===== config.mk =====
export PLATFORM = sky130hd
export DESIGN_NAME = dma_chan_arb
export DESIGN_NICKNAME = d
export VERILOG_FILES = /design/src/rtl/dma_defs.sv /design/src/rtl/dma_rr_pick.sv /design/src/rtl/dma_chan_arb.sv
export SDC_FILE = /design/constraint.sdc
export NUM_CORES = 1
export LEC_CHECK = 0
export ABC_AREA = 1
export CORE_ASPECT_RATIO = 1.75
export CORE_MARGIN = 2
export CORE_UTILIZATION = 45
export DETAILED_ROUTE_END_ITERATION = 12
export HOLD_SLACK_MARGIN = 0.06
export PLACE_DENSITY = 0.84
export SLEW_MARGIN = 15
export SYNTH_ARGS = -nofsm -noshare
export SYNTH_HDL_FRONTEND = slang
export SYNTH_SLANG_ARGS = --single-unit

===== constraint.sdc =====
create_clock -name hclk -period 2.69 [get_ports hclk]
set_input_delay 0.4035 -clock hclk [delete_from_list [all_inputs] [get_ports hclk]]
set_output_delay 0.4035 -clock hclk [all_outputs]
set_load 0.05 [all_outputs]

===== src/rtl/dma_defs.sv =====
// Shared definitions for the DMA channel arbiter: FSM state encodings and default burst length.
// No logic here, so there is no latency.
// No flow control here either; this file only carries types and constants.
package dma_defs;

  // Arbiter FSM states; the encodings are fixed so debug taps and status reads stay stable.
  typedef enum logic [1:0] {
    ARB_IDLE = 2'b00,
    ARB_XFER = 2'b01,
    ARB_REL  = 2'b10
  } arb_state_t;

  // Default maximum number of beats per grant.
  localparam int DMA_BURST = 4;

  // Width of a channel index for a given channel count (at least 1 bit).
  function automatic int ch_idx_w(input int num_ch);
    return (num_ch > 1) ? $clog2(num_ch) : 1;
  endfunction

endpackage


===== src/rtl/dma_rr_pick.sv =====
// Round-robin picker: first eligible channel searching upward from rr_ptr, wrapping modulo NUM_CH.
// Purely combinational, zero cycles.
// No backpressure; a pick is reported whenever any elig bit is set.
module dma_rr_pick
  import dma_defs::*;
#(
  parameter int NUM_CH = 4,
  parameter int IDX_W  = ch_idx_w(NUM_CH)
) (
  input  logic [NUM_CH-1:0] elig,
  input  logic [IDX_W-1:0]  rr_ptr,
  output logic              pick_vld,
  output logic [NUM_CH-1:0] pick_oh,
  output logic [IDX_W-1:0]  pick_idx
);

  // Walk the channels in priority order starting at rr_ptr; the first eligible one wins.
  always_comb begin
    int j;
    logic found;
    logic [IDX_W-1:0] idx;
    pick_oh  = '0;
    pick_idx = '0;
    found    = 1'b0;
    for (int k = 0; k < NUM_CH; k++) begin
      j = int'(rr_ptr) + k;
      if (j >= NUM_CH) begin
        j = j - NUM_CH;
      end
      idx = IDX_W'(j);
      if (!found && elig[idx]) begin
        found         = 1'b1;
        pick_oh[idx]  = 1'b1;
        pick_idx      = idx;
      end
    end
    pick_vld = found;
  end

endmodule


===== src/rtl/dma_chan_arb.sv =====
// Round-robin DMA channel arbiter: grants one eligible channel to the AHB master for up to BURST beats.
// Grant and req are registered one edge after eligibility is seen in IDLE; minimum 2-cycle gap between bursts.
// A burst ends at a beat boundary when the count reaches BURST or the granted channel loses flow control.
module dma_chan_arb
  import dma_defs::*;
#(
  parameter int NUM_CH = 4,
  parameter int BURST  = DMA_BURST,
  parameter int CNT_W  = 4
) (
  input  logic              hclk,
  input  logic              n_hreset,
  input  logic [NUM_CH-1:0] ch_enable,
  input  logic [NUM_CH-1:0] ch_slot_av,
  input  logic [NUM_CH-1:0] ch_data_av,
  input  logic [NUM_CH-1:0] ch_word_av,
  input  logic              beat_done,
  output logic              req,
  output logic [NUM_CH-1:0] grant,
  output logic              size_word,
  output logic [CNT_W-1:0]  beat_cnt,
  output logic              busy
);

  localparam int IDX_W = ch_idx_w(NUM_CH);

  // The counter compare is done one bit wider so BURST == 2**CNT_W still terminates correctly.
  localparam logic [CNT_W:0] BURST_X = (CNT_W + 1)'(BURST);

  arb_state_t        state;
  logic [IDX_W-1:0]  rr_ptr;
  logic [NUM_CH-1:0] elig;
  logic              elig_gnt;
  logic              pick_vld;
  logic [NUM_CH-1:0] pick_oh;
  logic [IDX_W-1:0]  pick_idx;
  logic [IDX_W-1:0]  rr_next;
  logic [CNT_W:0]    cnt_inc;
  logic              burst_end;

  // A channel may be granted only when enabled, its source has data and its destination has room.
  always_comb begin
    elig     = ch_enable & ch_slot_av & ch_data_av;
    elig_gnt = |(elig & grant);
  end

  dma_rr_pick #(
    .NUM_CH (NUM_CH),
    .IDX_W  (IDX_W)
  ) u_pick (
    .elig     (elig),
    .rr_ptr   (rr_ptr),
    .pick_vld (pick_vld),
    .pick_oh  (pick_oh),
    .pick_idx (pick_idx)
  );

  // Next pointer is the slot after the winner, so the winner has lowest priority next time.
  always_comb begin
    if (pick_idx == IDX_W'(NUM_CH - 1)) begin
      rr_next = '0;
    end else begin
      rr_next = pick_idx + IDX_W'(1);
    end
  end

  // Beat count after the current beat, and whether that beat closes the burst.
  always_comb begin
    cnt_inc   = {1'b0, beat_cnt} + (CNT_W + 1)'(1);
    burst_end = (cnt_inc >= BURST_X) || !elig_gnt;
  end

  // Arbiter FSM with registered outputs; a reset mid-burst drops everything immediately.
  always_ff @(posedge hclk or negedge n_hreset) begin
    if (!n_hreset) begin
      state     <= ARB_IDLE;
      rr_ptr    <= '0;
      req       <= 1'b0;
      grant     <= '0;
      size_word <= 1'b0;
      beat_cnt  <= '0;
    end else begin
      case (state)
        ARB_IDLE: begin
          if (pick_vld) begin
            grant     <= pick_oh;
            size_word <= |(ch_word_av & pick_oh);
            beat_cnt  <= '0;
            req       <= 1'b1;
            rr_ptr    <= rr_next;
            state     <= ARB_XFER;
          end
        end
        ARB_XFER: begin
          // Eligibility is only looked at on a beat boundary; an in-flight beat always completes.
          if (beat_done) begin
            if ({1'b0, beat_cnt} < BURST_X) begin
              beat_cnt <= cnt_inc[CNT_W-1:0];
            end
            if (burst_end) begin
              req   <= 1'b0;
              state <= ARB_REL;
            end
          end
        end
        ARB_REL: begin
          // One quiet cycle lets the peripheral flow lines settle before re-arbitration.
          grant <= '0;
          state <= ARB_IDLE;
        end
        default: begin
          req   <= 1'b0;
          grant <= '0;
          state <= ARB_IDLE;
        end
      endcase
    end
  end

  // Busy follows the registered state directly.
  always_comb begin
    busy = (state != ARB_IDLE);
  end

endmodule

* Word level (Yosys, flattened, before mapping) *
Index checks and enable logic that the tools add are counted.

cells by class
  add/subtract/negate cells = 9
  magnitude comparators = 14
  equal/unequal tests = 7
  mux-type cells = 47
  bitwise logic cells = 9
  reduce and logical (&&, ||, !) cells = 22

operators with widths
  cell                                                               count
  2-to-1 mux 4 bit                                                   8
  2-to-1 mux 2 bit                                                   12
  AND 4 bit                                                          4
  one-hot mux 4 bit (2 select lines)                                 2
  2-to-1 mux 1 bit                                                   15
  less-than comparator 2 x 3 -> 1 bit, second input constant         4
  OR 4 bit                                                           3
  greater-or-equal comparator 3 bit, second input constant           3
  binary-select mux 1 bit (select 2 bit)                             4
  demux 1 bit (select 2 bit)                                         4
  greater-or-equal comparator 2 x 1 -> 1 bit, second input constant  4
  != test 2 bit, second input constant                               4
  AND reduction 4 bit                                                2
  OR reduction 4 bit                                                 2
  subtractor 2 x 1 -> 2 bit, second input constant                   4
  logical AND 1 bit                                                  7
  adder 2 x 2 -> 3 bit, second input constant                        2
  adder 4 x 1 -> 5 bit, second input constant                        1
  greater-or-equal comparator 5 x 3 -> 1 bit, second input constant  1
  equality test 2 bit, second input constant                         2
  logical NOT 1 bit                                                  4
  less-than comparator 4 x 3 -> 1 bit, second input constant         1
  one-hot mux 2 bit (2 select lines)                                 1
  AND reduction 2 bit                                                2
  other kinds (10)                                                   12

storage, ports and cells
  register bits after elaboration = 14
  bits of input ports = 19
  output and inout port bits = 11

* Depth between registers and ports, before layout *
  depth in word-level cells = 16
  mapped depth = 14

* Hierarchy *
From an unflattened synthesis, not the netlist that was laid out.

second synthesis, totals
  cell total of the unflattened synthesis = 178
  area, all modules = 1227.4 um^2

by module, submodules not included
  module        times used  cells an instance  area each (um^2)  seq. area each (um^2)
  dma_chan_arb  1           104                787.0             350.3
  dma_rr_pick   1           74                 440.4             0.0

* Least setup slack after synthesis *
OpenSTA, ideal clock, no wires.

  path type = register to register
  from = register (tool-made name)
  to = register rr_ptr[1]
  arrival time = 1930 ps
  required time = 2572 ps
  slack = 642 ps
  stages on the path, launching flop included = 15
  path buffers = 1
  cells stage by stage = dfrtp_1 inv_2 ha_1 nand3b_2 nand2_4 nor2_4 buf_6 nand2_1 nand2_1 o21ai_1 nand2_1 nand2_1 nand2_1 nand3_1 nand2_1

RTL lines
  element               RTL line            source
  end signal, assigned  dma_chan_arb.sv:90  rr_ptr <= rr_next;
  end, declared         dma_chan_arb.sv:31  logic [IDX_W-1:0] rr_ptr;

* Worst setup path after layout *
  from = register rr_ptr[1]
  to = register beat_cnt[0]

between the ends
  word-level cells in the longest chain between the ends = 16

ends and longest elaborated chain
  element                                                                        RTL line            source
  parallel branches: the longest is 13 deep, another holds adder 2 x 1 -> 3 bit  n/a
  2-to-1 mux 1 bit (*)                                                           dma_rr_pick.sv:31   if (!found && elig[idx]) begin
  != test 2 bit (no line) (*)                                                    n/a
  AND reduction 4 bit (no line) (*)                                              n/a
  end signal, assigned                                                           dma_chan_arb.sv:98  beat_cnt <= cnt_inc[CNT_W-1:0];
  end, declared                                                                  dma_chan_arb.sv:21  output logic [CNT_W-1:0] beat_cnt,

Mark *: on every way between the ends. The select of a mux whose other input is x is not followed.
A chain may end at the register's enable or synchronous reset.

==> impl_results.rst <==
.. list-table::
   :header-rows: 1

   * - Metric
     - Value
   * - Global-route wire length before repair
     - roughly 5.3 mm
   * - Type of the most critical hold path
     - flip-flop to flip-flop
   * - Critical-path top delay cell
     - dfrtp_2
   * - Critical path required time
     - about 2.9 ns
   * - Met2 routed wirelength
     - roughly 1.8 mm
   * - Clock slew at reported path FFs
     - ~0.060 ns
   * - Slew @ Worst Pin
     - 0.6303 ns
   * - Worst clock skew
     - roughly 0.0057 ns
   * - Area of combinational cells with multiple inputs
     - 758.2 um^2
   * - Half-perimeter wire length after placement
     - about 2.6 mm
   * - CP Cell Sequence
     - inv_1 > ha_1 > nand3b_2 > nand2_4 > nor2_4 > nand2_2 > nor2_4 > nand2_2 > nand2_1 > inv_1 > o21ai_2 > nand2_1 > o21ai_1
   * - Tightest hold margin
     - between 0.5 and 0.6 ns
   * - GRT Overall Usage
     - 0.2186
   * - Core utilization of the finished layout
     - 0.6205
   * - Count of TritonRoute iterations in the first routing pass
     - 4
   * - Period minus WS final
     - around 2.4 ns
   * - Routability cong.
     - about 0.88
   * - Clock tree sinks
     - 14
   * - DR iter-0 viols
     - between 50 and 60
   * - Netlist area before placement
     - around 0.0012 mm^2
   * - Upper clock frequency limit
     - between 400 and 500 MHz
   * - Number of CTS-inserted buffers
     - 3
   * - Overall power after layout
     - roughly 2.0 mW
   * - Number of placed instances with taps included
     - approximately 230
   * - Largest net degree at the start of global routing
     - 15
   * - Crit path depth
     - 13
   * - Number of synthesized flops with an enable pin
     - 0
   * - Number of global-route vias before repair
     - between 1000 and 1500
   * - Crit Path Max Fanout
     - 11
   * - Max IR drop VDD
     - 0.0006872 V
   * - Cell class contributing the biggest share of worst-path delay
     - simple AND/OR/NAND/NOR gates
   * - Buf/Inv on CP
     - 2
   * - Hold buffers post-CTS
     - 0
   * - Static leakage
     - between 0.7 and 0.8 nW
   * - Number of fill cells in the layout
     - ~220
   * - Type of destination of the critical path
     - flip-flop
   * - Number of antenna violations at the first check in global routing
     - 0
   * - Net count, final
     - roughly 230
   * - Setup repair bufs after CTS
     - 0
   * - Total of endpoints with negative setup slack in the final report
     - 0
   * - Met3 wire length
     - a little over 100 um
   * - Crit path DAT
     - ~2.6 ns
   * - Post-Synthesis Cells
     - around 170
   * - Vertical extent of the die
     - 72.06 um
   * - Unrepaired setup endpoints after global routing
     - no
   * - Cell types with the largest area share after synthesis
     - dfrtp_1 29%, nand2_1 17%, ha_1 11%, nand3_1 11%, inv_1 5.0%
   * - Number of buffers between clock root and the deepest sink
     - 2
   * - Setup total negative slack
     - 0 ns
   * - Share of layout cells above drive strength 1
     - 0.1287
   * - Synthesized area divided by synthesized cell count
     - 6.966 um^2
   * - Clock insertion delay at the later pin of the skew report
     - ~0.24 ns
   * - Relative slew slack
     - 0.5785
   * - Max cap viols
     - 0
   * - Dominant cell type by area after synthesis
     - dfrtp_1
   * - Most common cell in the netlist
     - nand2_1
   * - TritonCTS clock tree
     - yes
   * - Placeable core area
     - 0.002492 mm^2
   * - Diode insertion count for antenna repair
     - 0
   * - Starting Density
     - 0.4779
   * - Commonest cells in the synthesized netlist
     - 54 x nand2_1, 25 x nand3_1, 16 x inv_1
   * - Drt via density
     - between 5 and 6
   * - Gr ovfl total
     - 0
   * - Total Wirelength
     - 3.036 mm
   * - Highest Signal Layer
     - met4
   * - Area occupied by registers
     - ~350 um^2
   * - Vias after detailed routing
     - ~1300
   * - Cell at the root of the clock tree
     - clkbuf_8
   * - Largest stage delay on the critical path
     - roughly 0.46 ns
   * - Routed wire length per instance
     - roughly 13 um
   * - Final antenna-violating net count
     - 0
   * - Number of pins with negative max-slew slack in the final report
     - 0
   * - Total power per unit cell area
     - between 1000 and 1500 mW/mm^2
   * - Critical path startpoint category
     - flip-flop
   * - Post-route DRC violation count
     - 0
   * - Synth Flop Type
     - dfrtp_1
   * - Width of the die
     - about 43 um
   * - Die Outline Area
     - 0.003091 mm^2
   * - Crit path kind
     - flip-flop to flip-flop
   * - Fraction of synthesized cell area taken by the top area cell type
     - 0.2941
   * - Depth of the worst hold-timing path
     - 2
   * - Endpoints failing hold
     - 0
   * - Cell depth of the worst flop-to-flop path
     - 13
   * - Std cell rows
     - 24
   * - Share of async-settable or async-resettable flops after synthesis
     - 1.000
   * - Sequential fraction of the synthesis area
     - 0.2941
   * - Final cycle utilization of the critical path
     - 0.8930
   * - Total of buffers placed on input and output ports
     - 29
   * - Metal1 wirelength
     - just over 1 mm
   * - Area added between synthesis and finish
     - 29.83%
   * - Outcome
     - completed
   * - Ports placed on the boundary
     - 30
   * - Number of storage elements in the synthesis netlist
     - 14
   * - Synth unique cells
     - 24
   * - Number of warnings printed during yosys synthesis
     - 0
   * - Level count of the clock H-tree
     - 1
   * - Post-Synthesis Net Count
     - 200
   * - Non-filler cells, final
     - ~230
-- final cells by class --
cell class	instances	share of cell area
clock buffer	3	0.02670
inverter	19	0.04612
multi-input combinational	137	0.4903
sequential	14	0.2282
tap	26	0.02104
timing repair buffer	29	0.1877
-- through the flow --
step | worst slack [ns] | area (um^2)
after global routing | 0.03933 | 1546
after floorplan | 0.6420 | 1191
final | 0.2879 | 1546
after CTS | 0.1684 | 1544
after global placement | 0.3120 | 1503
after detailed placement | 0.2094 | 1503
-- path summary, 6_finish.rpt --
kind | from | to | slack [ns]
setup / recovery | rr_ptr[1] | beat_cnt[0] | 0.29
hold / removal | req | req | 0.50
setup reg to reg | rr_ptr[1] | beat_cnt[0] | 0.29
hold reg to reg | req | req | 0.50
max in group asynchronous | n_hreset | rr_ptr[1] | 1.68
min in group asynchronous | n_hreset | beat_cnt[0] | 0.56
-- kinds of logic after synthesis --
logic type | Yosys count | share of synthesized area
AND/OR/NAND/NOR | 111 | 0.4506
buffers and inverters | 20 | 0.06933
AO/OA/AOI/OAI | 15 | 0.07353
flip-flops | 14 | 0.2941
adder cells (fa/ha/maj) | 10 | 0.1050
XOR/XNOR | 1 | 0.007354
-- worst min-delay path: cells and delay by family, from the launching register on --
family | cells | cell delay [ns]
AO/OA/AOI/OAI | 1 | 0.07
flip-flops | 1 | 0.35
AND/OR/NAND/NOR | 1 | 0.05
-- power breakdown --
part	total [mW]	switching (mW)	leakage, nW	internal, mW
registers	0.371	0.0818	0.178	0.289
logic	1.51	1.01	0.551	0.491
clock network	0.165	0.0660	0.0216	0.0986
total	2.04	1.16	0.750	0.879
-- cells in the final DEF (no fill, tap or decap), types with 2 or more instances in the layout --
cell	instances
clkbuf_8	3
dfrtp_2	2
dfrtp_1	12
nand2_2	6
o21ai_1	9
o21ai_2	2
nand2_1	54
nand3_2	2
nand3b_1	2
or2_2	3
nand3_1	25
inv_2	3
nor2_1	8
inv_1	16
nor2_4	2
nand4_1	5
clkdlybuf4s50_1	29
o22ai_1	2
ha_1	10
-- state kept, by name, summed over array words and instances (netlist names), named ones only --
signal	cells
beat_cnt	4
grant	4
req	1
rr_ptr	1
size_word	1
state	2
-- routing by layer --
layer	vias to the layer above	track usage
met5	-	0
met4	0	0.1215
met3	10	0.01990
met2	42	0.4377
met1	596	0.2025
li1	620	-
-- timing repair --
action | 4_1_cts | 5_1_grt
hold endpoints to repair | 0 | 0
setup endpoints to repair | 0 | 4
resized for setup | 0 | 2
Power figures use the tool's default switching activity.
